<file path="src/rtl/uart_pkg.sv">
// Shared UART definitions: receiver/transmitter state encoding and the default oversampling ratio.
package uart_pkg;

  typedef enum logic [4:0] {
    ST_IDLE   = 5'b00001,
    ST_START  = 5'b00010,
    ST_DATA   = 5'b00100,
    ST_PARITY = 5'b01000,
    ST_STOP   = 5'b10000
  } uart_state_e;

  localparam int UART_OVERSAMPLE = 16;

endpackage

</file>
<file path="src/rtl/sync_2ff.sv">
// Two-flop synchroniser for asynchronous inputs; reset value is a parameter (defaults to all ones).
module sync_2ff #(
  parameter int              WIDTH   = 1,
  parameter logic [WIDTH-1:0] RST_VAL = '1
) (
  input  logic             clk,
  input  logic             rst,
  input  logic [WIDTH-1:0] d_i,
  output logic [WIDTH-1:0] q_o
);

  logic [WIDTH-1:0] meta_q;
  logic [WIDTH-1:0] sync_q;

  always_ff @(posedge clk or posedge rst) begin
    if (rst) begin
      meta_q <= RST_VAL;
      sync_q <= RST_VAL;
    end else begin
      meta_q <= d_i;
      sync_q <= meta_q;
    end
  end

  assign q_o = sync_q;

endmodule

</file>
<file path="src/rtl/uart_rx.sv">
// UART receiver: start/data/stop bits sampled at mid-bit from a baud_tick oversampled stream.
// Defining UART_RX_PARITY_EN inserts a parity bit and adds the parity_err output.
module uart_rx
  import uart_pkg::*;
#(
  parameter int DATA_BITS  = 8,
  parameter int OVERSAMPLE = UART_OVERSAMPLE
`ifdef UART_RX_PARITY_EN
  ,parameter bit ODD_PARITY = 1'b0
`endif
) (
  input  logic                 clk,
  input  logic                 rst,
  input  logic                 baud_tick,
  input  logic                 rx_line,
  output logic [DATA_BITS-1:0] data_out,
  output logic                 rx_valid,
  output logic                 frame_err,
  output logic                 busy
`ifdef UART_RX_PARITY_EN
  ,output logic                parity_err
`endif
);

  localparam int TW = $clog2(OVERSAMPLE);
  localparam logic [TW-1:0] TICK_MID = TW'(OVERSAMPLE / 2 - 1);
  localparam logic [TW-1:0] TICK_END = TW'(OVERSAMPLE - 1);
  localparam logic [2:0]    IDX_LAST = 3'(DATA_BITS - 1);

  localparam logic [4:0] S_IDLE   = ST_IDLE;
  localparam logic [4:0] S_START  = ST_START;
  localparam logic [4:0] S_DATA   = ST_DATA;
  localparam logic [4:0] S_STOP   = ST_STOP;
`ifdef UART_RX_PARITY_EN
  localparam logic [4:0] S_PARITY = ST_PARITY;
`endif

  logic                 rx_s;
  logic [4:0]           state_q, state_d;
  logic [TW-1:0]        tick_q, tick_d;
  logic [2:0]           idx_q, idx_d;
  logic [DATA_BITS-1:0] shreg_q, shreg_d;
  logic [DATA_BITS-1:0] data_q, data_d;
  logic                 valid_q, valid_d;
  logic                 ferr_q, ferr_d;
`ifdef UART_RX_PARITY_EN
  logic                 pbad_q, pbad_d;
  logic                 perr_q, perr_d;
`endif

  sync_2ff #(
    .WIDTH   (1),
    .RST_VAL (1'b1)
  ) u_sync (
    .clk (clk),
    .rst (rst),
    .d_i (rx_line),
    .q_o (rx_s)
  );

  always_comb begin
    state_d = state_q;
    tick_d  = tick_q;
    idx_d   = idx_q;
    shreg_d = shreg_q;
    data_d  = data_q;
    valid_d = 1'b0;
    ferr_d  = 1'b0;
`ifdef UART_RX_PARITY_EN
    pbad_d  = pbad_q;
    perr_d  = 1'b0;
`endif
    if (baud_tick) begin
      case (state_q)
        S_IDLE: begin
          if (!rx_s) begin
            state_d = S_START;
            tick_d  = '0;
          end
        end
        S_START: begin
          if (tick_q == TICK_MID) begin
            // A line that is high again at mid start bit was only a glitch.
            state_d = rx_s ? S_IDLE : S_DATA;
            tick_d  = '0;
            idx_d   = '0;
          end else begin
            tick_d = tick_q + 1'b1;
          end
        end
        S_DATA: begin
          if (tick_q == TICK_END) begin
            shreg_d = {rx_s, shreg_q[DATA_BITS-1:1]};
            tick_d  = '0;
            if (idx_q == IDX_LAST) begin
`ifdef UART_RX_PARITY_EN
              state_d = S_PARITY;
`else
              state_d = S_STOP;
`endif
            end else begin
              idx_d = idx_q + 1'b1;
            end
          end else begin
            tick_d = tick_q + 1'b1;
          end
        end
`ifdef UART_RX_PARITY_EN
        S_PARITY: begin
          if (tick_q == TICK_END) begin
            pbad_d  = ((^shreg_q) ^ rx_s) != ODD_PARITY;
            tick_d  = '0;
            state_d = S_STOP;
          end else begin
            tick_d = tick_q + 1'b1;
          end
        end
`endif
        S_STOP: begin
          if (tick_q == TICK_END) begin
            // Leave at mid stop bit so a back-to-back start edge is not missed.
            data_d  = shreg_q;
            tick_d  = '0;
            state_d = S_IDLE;
            ferr_d  = ~rx_s;
`ifdef UART_RX_PARITY_EN
            valid_d = rx_s & ~pbad_q;
            perr_d  = pbad_q;
`else
            valid_d = rx_s;
`endif
          end else begin
            tick_d = tick_q + 1'b1;
          end
        end
        default: begin
          state_d = S_IDLE;
          tick_d  = '0;
        end
      endcase
    end
  end

  always_ff @(posedge clk or posedge rst) begin
    if (rst) begin
      state_q <= S_IDLE;
      tick_q  <= '0;
      idx_q   <= '0;
      shreg_q <= '0;
      data_q  <= '0;
      valid_q <= 1'b0;
      ferr_q  <= 1'b0;
`ifdef UART_RX_PARITY_EN
      pbad_q  <= 1'b0;
      perr_q  <= 1'b0;
`endif
    end else begin
      state_q <= state_d;
      tick_q  <= tick_d;
      idx_q   <= idx_d;
      shreg_q <= shreg_d;
      data_q  <= data_d;
      valid_q <= valid_d;
      ferr_q  <= ferr_d;
`ifdef UART_RX_PARITY_EN
      pbad_q  <= pbad_d;
      perr_q  <= perr_d;
`endif
    end
  end

  assign data_out  = data_q;
  assign rx_valid  = valid_q;
  assign frame_err = ferr_q;
  assign busy      = (state_q != S_IDLE);
`ifdef UART_RX_PARITY_EN
  assign parity_err = perr_q;
`endif

endmodule

</file>
<file path="config.mk">
export PLATFORM = sky130hd
export DESIGN_NAME = uart_rx
export DESIGN_NICKNAME = d
export VERILOG_FILES = /design/src/rtl/uart_pkg.sv /design/src/rtl/sync_2ff.sv /design/src/rtl/uart_rx.sv
export SDC_FILE = /design/constraint.sdc
export NUM_CORES = 1
export LEC_CHECK = 0
export CORE_AREA = 2 2 58 60
export DETAILED_ROUTE_END_ITERATION = 16
export DIE_AREA = 0 0 60 62
export PLACE_DENSITY = 0.77
export SLEW_MARGIN = 20
export SYNTH_ARGS = -nofsm -noshare
export SYNTH_HDL_FRONTEND = slang
export SYNTH_SLANG_ARGS = --single-unit
</file>
<file path="constraint.sdc">
create_clock -name clk -period 1.49 [get_ports clk]
set_input_delay 0.149 -clock clk [delete_from_list [all_inputs] [get_ports clk]]
set_output_delay 0.149 -clock clk [all_outputs]
set_load 0.005 [all_outputs]
</file>
-- After elaboration in Yosys (flattened, before gate mapping)
Cells that the tools add are included.
- bits in registers: 32
- input bits: 4
- output and inout bits: 11
- logic and storage cells: 54
- add/subtract/negate cells: 2
- eq/ne operators: 14
- mux-type cells: 21
- bitwise operators: 1
- reduce and logical (&&, ||, !) cells: 7
- operator list (cell ; count):
    5-bit 2-to-1 mux ; 5
    5-bit case mux with 4 select lines ; 1
    3-bit 2-to-1 mux ; 4
    4-bit 2-to-1 mux ; 3
    2-bit != test (second input constant) ; 6
    4-bit case mux with 3 select lines ; 1
    1-bit 2-to-1 mux ; 6
    3-bit case mux with 2 select lines ; 1
    3-bit AND reduction ; 2
    6-bit AND reduction ; 1
    5-bit by 1-bit equality test with 1-bit output (second input constant) ; 1
    5-bit by 2-bit equality test with 1-bit output (second input constant) ; 1
    5-bit by 3-bit equality test with 1-bit output (second input constant) ; 1
    5-bit equality test (second input constant) ; 1
    5-bit by 1-bit != test with 1-bit output (second input constant) ; 1
    5-bit AND reduction ; 1
    4-bit by 1-bit adder with 4-bit output (second input constant) ; 1
    4-bit by 3-bit equality test with 1-bit output (second input constant) ; 1
    4-bit equality test (second input constant) ; 1
    3-bit by 1-bit adder with 3-bit output (second input constant) ; 1
    3-bit equality test (second input constant) ; 1
    2-bit AND reduction ; 1
    2-bit nonzero test ; 1
    2-bit OR reduction ; 1
    1-bit NOT ; 1

-- Longest topological paths before layout
- depth after elaboration: 4
- depth in mapped cells: 6
- gate-level depth less buffers: 6

-- Modules after synthesis
From an unflattened synthesis, not the netlist that was laid out.
- cells, all modules: 104
- area total of the unflattened synthesis: 1390.1 um2
- by module, submodules not included (module ; instances ; cells an instance ; area each (um2) ; sequential area each (um2)):
    uart_rx ; 1 ; 101 ; 1333.8 ; 726.9
    sync_2ff ; 1 ; 3 ; 56.3 ; 52.6

-- Worst setup path before layout
Ideal clock, no wire load.
- path type: reg-to-reg
- start point: register tick_q[0]
- end point: register idx_q[0]
- setup time: 0.125 ns
- arrival time: 1.492 ns
- required time: 1.365 ns
- slack: -0.126 ns
- cell stages (with the launch flop): 7
- path buffers: 1
- period minus slack after synthesis: 1.616 ns
- cell sequence: dfrtp_1 ha_1 and2_1 and4_4 buf_6 and2_4 mux2_2
- cells in the longest elaborated chain, start to end: 3
- elaborated cells between the ends (all ways): 5
- classes of those cells: 4 x eq/ne; 1 x reduce/logical
- ends and longest elaborated chain (element ; line ; source):
    from (decl) ; uart_rx.sv:40 ; logic [TW-1:0] tick_q, tick_d;
    from (signal assigned) ; uart_rx.sv:159 ; tick_q <= tick_d;
    4-bit equality test or 4-bit by 3-bit equality test with 1-bit output (tied branches) ; uart_rx.sv:92, uart_rx.sv:82 ;
    2-bit != test (no source line) ; -- ;
    5-bit AND reduction (no source line) (*) ; -- ;
    to (signal assigned) ; uart_rx.sv:160 ; idx_q <= idx_d;
    to (decl) ; uart_rx.sv:41 ; logic [2:0] idx_q, idx_d;
Mark *: on every way between the ends. The rest lies on a longest branch, timed or not.
A chain may end at the register's enable or synchronous reset.

-- Worst setup path in the final report
- start point: register state_q[1]
- end point: register shreg_q[0]
- cells in the longest elaborated chain, start to end: 2
- ends and longest elaborated chain (element ; line ; source):
    from (decl) ; uart_rx.sv:39 ; logic [4:0] state_q, state_d;
    from (signal assigned) ; uart_rx.sv:158 ; state_q <= state_d;
    5-bit by 3-bit equality test with 1-bit output ; uart_rx.sv:74 ; case (state_q)
    3-bit AND reduction (no source line) ; -- ;
    to (signal assigned) ; uart_rx.sv:161 ; shreg_q <= shreg_d;
    to (decl) ; uart_rx.sv:42 ; logic [DATA_BITS-1:0] shreg_q, shreg_d;
No other way between the ends.

==> impl_metrics.yaml <==
status:
  status: "finished with violations"
  violations: "setup timing"
floorplan:
  io_pins: 15
  die_h_um: 62
  core_um2: 3180
  die_x_um: 60
  dieArea_um2: 3720
  row_count: 21
  start_util_pct: 46.3
timing:
  period_share_pct: 120
  holdWs_ns: 0.179
  rsz0062_at_grt: "true"
  finalHoldViolCount: 0
  setup_viol: 29
  drv_slew: 0
  fin_skew_ns: 0.00601
  max_slew.worst_pin.slew_ns: 0.432
  setup_ws_ns: -0.298
  timing.fmax_mhz: 559
  max-slew-margin-rel_pct: 71.2
  fin_crit_ns: 1.79
hold_path:
  worst_hold_path_type: "primary input to async pin"
critical_path:
  worstPathArrival_ns: 2.02
  cp.required_ns: 1.72
  crit_type: "flip-flop to flip-flop"
  cp_max_fo: 5
  startpoint_type: "flip-flop"
  critPathCaptureType: "flip-flop"
global_route:
  grt_pass1_wl_mm: 5.28
  grtUsageTotal_pct: 20.2
  overflow: 0
  grt_pass1_vias: 1150
  grt_max_degree: 32
  antenna_found_initial: 0
cells_and_area:
  drive_above_1_share_pct: 56.4
  multi_input_area_um2: 790
  num_antenna_cells: 0
  syn2layout_area_growth_pct: 47.1
  nets: 171
  n_fill_cell: 204
  regArea_um2: 781
power:
  power_switching_w: 0.000761
  finalPower_w: 0.00243
  power.share.clock_pct: 23.8
  sequentialPowerShare_pct: 38.3
  p_sw_share_pct: 31.3
  intPower_w: 0.00167
  peakVddDrop_v: 0.000802
  power_frac_comb_pct: 37.8
  leakagePower_nw: 1.03
  p_per_area_nw_per_um2: 1120
synth:
  synthDistinctLibCells: 40
  synth_area_per_cell_um2: 13.3
  synth_edf_count: 0
  syn_inst: 111
  synth.top_cell.area_share_pct: 47.6
  yosys-top-cells-count: "28 x dfrtp_1, 17 x mux2_2, 6 x inv_1"
  ys_ff_latch: 31
  syn_area_um2: 1470
  ys_top_cells_by_area: "dfrtp_1 48%, mux2_2 13%, dfstp_2 5.4%, nor4b_4 3.2%, ha_1 2.5%"
  syn-num-nets: 118
  yosys.area.top_type: "dfrtp_1"
  seq_area_frac_synth_pct: 52.9
  synth_most_common_cell: "dfrtp_1"
  synthArstFlopShare_pct: 100
  synth_top_flop_cell: "dfrtp_1"
  yosys_warnings: 0
clocking:
  postCtsHoldBufs: 0
  cts_tree: "built"
  clock-sinks: 31
  cts.clk_slew.worst_paths_ns: 0.10
  htree_levels: 2
  numCtsBuffers: 5
  clk_latency_ns: 0.34
  clock_path_buffers: 2
  cts-root-buf: "clkbuf_4"
route:
  ant_nets: 0
  routed_wl_mm: 3.56
  drtIter0Drc: 33
  first_pass_iters: 4
  drc: 0
  avgRoutedWirePerCell_um: 16.9
  vias_per_cell: 5.35
  vias: 1129
placed_design:
  gp_congestion: 0.851
  place_hpwl_mm: 2.12
  port_buffers: 14
job:
  drv_cap: 0
==> layout by cell type, fill, tap and decap left out, types with 2 or more instances in the layout <==
cell             instances
nor4b_4                  2
mux2_2                   7
buf_4                   24
dfrtp_1                 27
and2_4                   3
ha_1                     2
nor2b_1                  2
and4_4                   2
nor2_1                   4
inv_1                    6
a22o_1                   2
clkdlybuf4s50_1         13
dfstp_2                  3
clkbuf_8                 2
o21ai_1                  2
clkbuf_4                 5
mux2_4                  11
nor4_1                   2
a22o_4                   2
o21ai_4                  2
buf_6                   11
nand4_1                  2
==> timing repair <==
item | CTS | global route
resized for setup | 21 | 23
setup endpoints to repair | 28 | 28
gates cloned | 1 | 0
buffers inserted | 7 | 2
pin swaps | 9 | 13
==> metrics by stage <==
stage                     instances  setup TNS [ns]  utilization [%]  area [um^2]  setup WS, ns
final                           211           -5.01             68.1         2170        -0.298
after global routing            211           -6.07             68.1         2170        -0.329
after CTS                       209           -3.91             64.5         2050        -0.273
after detailed placement        193           -3.97             58.0         1850        -0.192
after global placement          193           -3.37             58.0         1850        -0.173
after floorplan                 111           -1.03                -         1490        -0.104
==> flip-flops by register name (all words and copies together) (netlist names) <==
| signal | cells |
|---|---|
| frame_err | 1 |
| u_sync.q_o | 1 |
| idx_q | 3 |
| shreg_q | 8 |
| state_q | 4 |
| rx_valid | 1 |
| data_out | 8 |
| u_sync.meta_q | 1 |
| tick_q | 4 |
==> cell type report <==
class,count,share of cell area [%]
clock buffers,7,3.00
repair buffers,49,20.3
multi-input cells,70,36.5
flip-flops and latches,31,36.0
clock inverters,1,0.347
well taps,46,2.66
inverters,7,1.21
==> critical path, cell delays in order (launching register included) <==
cell	delay (ns)
dfrtp_1	0.42
buf_6	0.13
buf_6	0.11
nor4b_4	0.36
and4_4	0.36
mux2_4	0.32
==> power groups by stage <==
stage          sequential, W  combinational (W)  clock (W)
6_report            0.000933           0.000920   0.000580
5_1_grt             0.000938           0.000960   0.000650
4_1_cts             0.000927           0.000752   0.000601
3_5_place_dp        0.000970           0.000596          0
3_3_place_gp        0.000969           0.000572          0
2_1_floorplan       0.000964           0.000355          0
==> routing by layer <==
layer | wire length (um) | global-route usage (%)
met1 | 1510 | 25.0
met2 | 1830 | 33.1
met3 | 105 | 4.35
met4 | 114 | 10.8
met5 | 0 | 0
==> worst paths after layout <==
check / start / to / slack, ns / depth (start not counted)
setup / recovery: state_q[1] / shreg_q[0] / -0.30 / 5
hold / removal: rst / data_out[0] / 0.18 / 3
setup reg to reg: state_q[1] / shreg_q[0] / -0.30 / 5
hold reg to reg: u_sync.meta_q / u_sync.q_o / 0.36 / 0
max in group asynchronous: rst / u_sync.meta_q / 0.99 / 3
min in group clk: rx_line / u_sync.meta_q / 0.21 / 1
==> logic make-up (layout without fill, tap and decap cells) <==
| group | Yosys count | after routing | synth area share, % |
|---|---|---|---|
| XOR/XNOR | 1 | 1 | 0.595 |
| adder cells (fa/ha/maj) | 3 | 3 | 2.55 |
| AND/OR/NAND/NOR | 26 | 27 | 13.5 |
| buffers and inverters | 11 | 64 | 4.16 |
| flip-flops | 31 | 31 | 52.9 |
| AO/OA/AOI/OAI | 20 | 20 | 11.6 |
| multiplexers | 19 | 19 | 14.7 |
(Power assumes the default switching activity.)
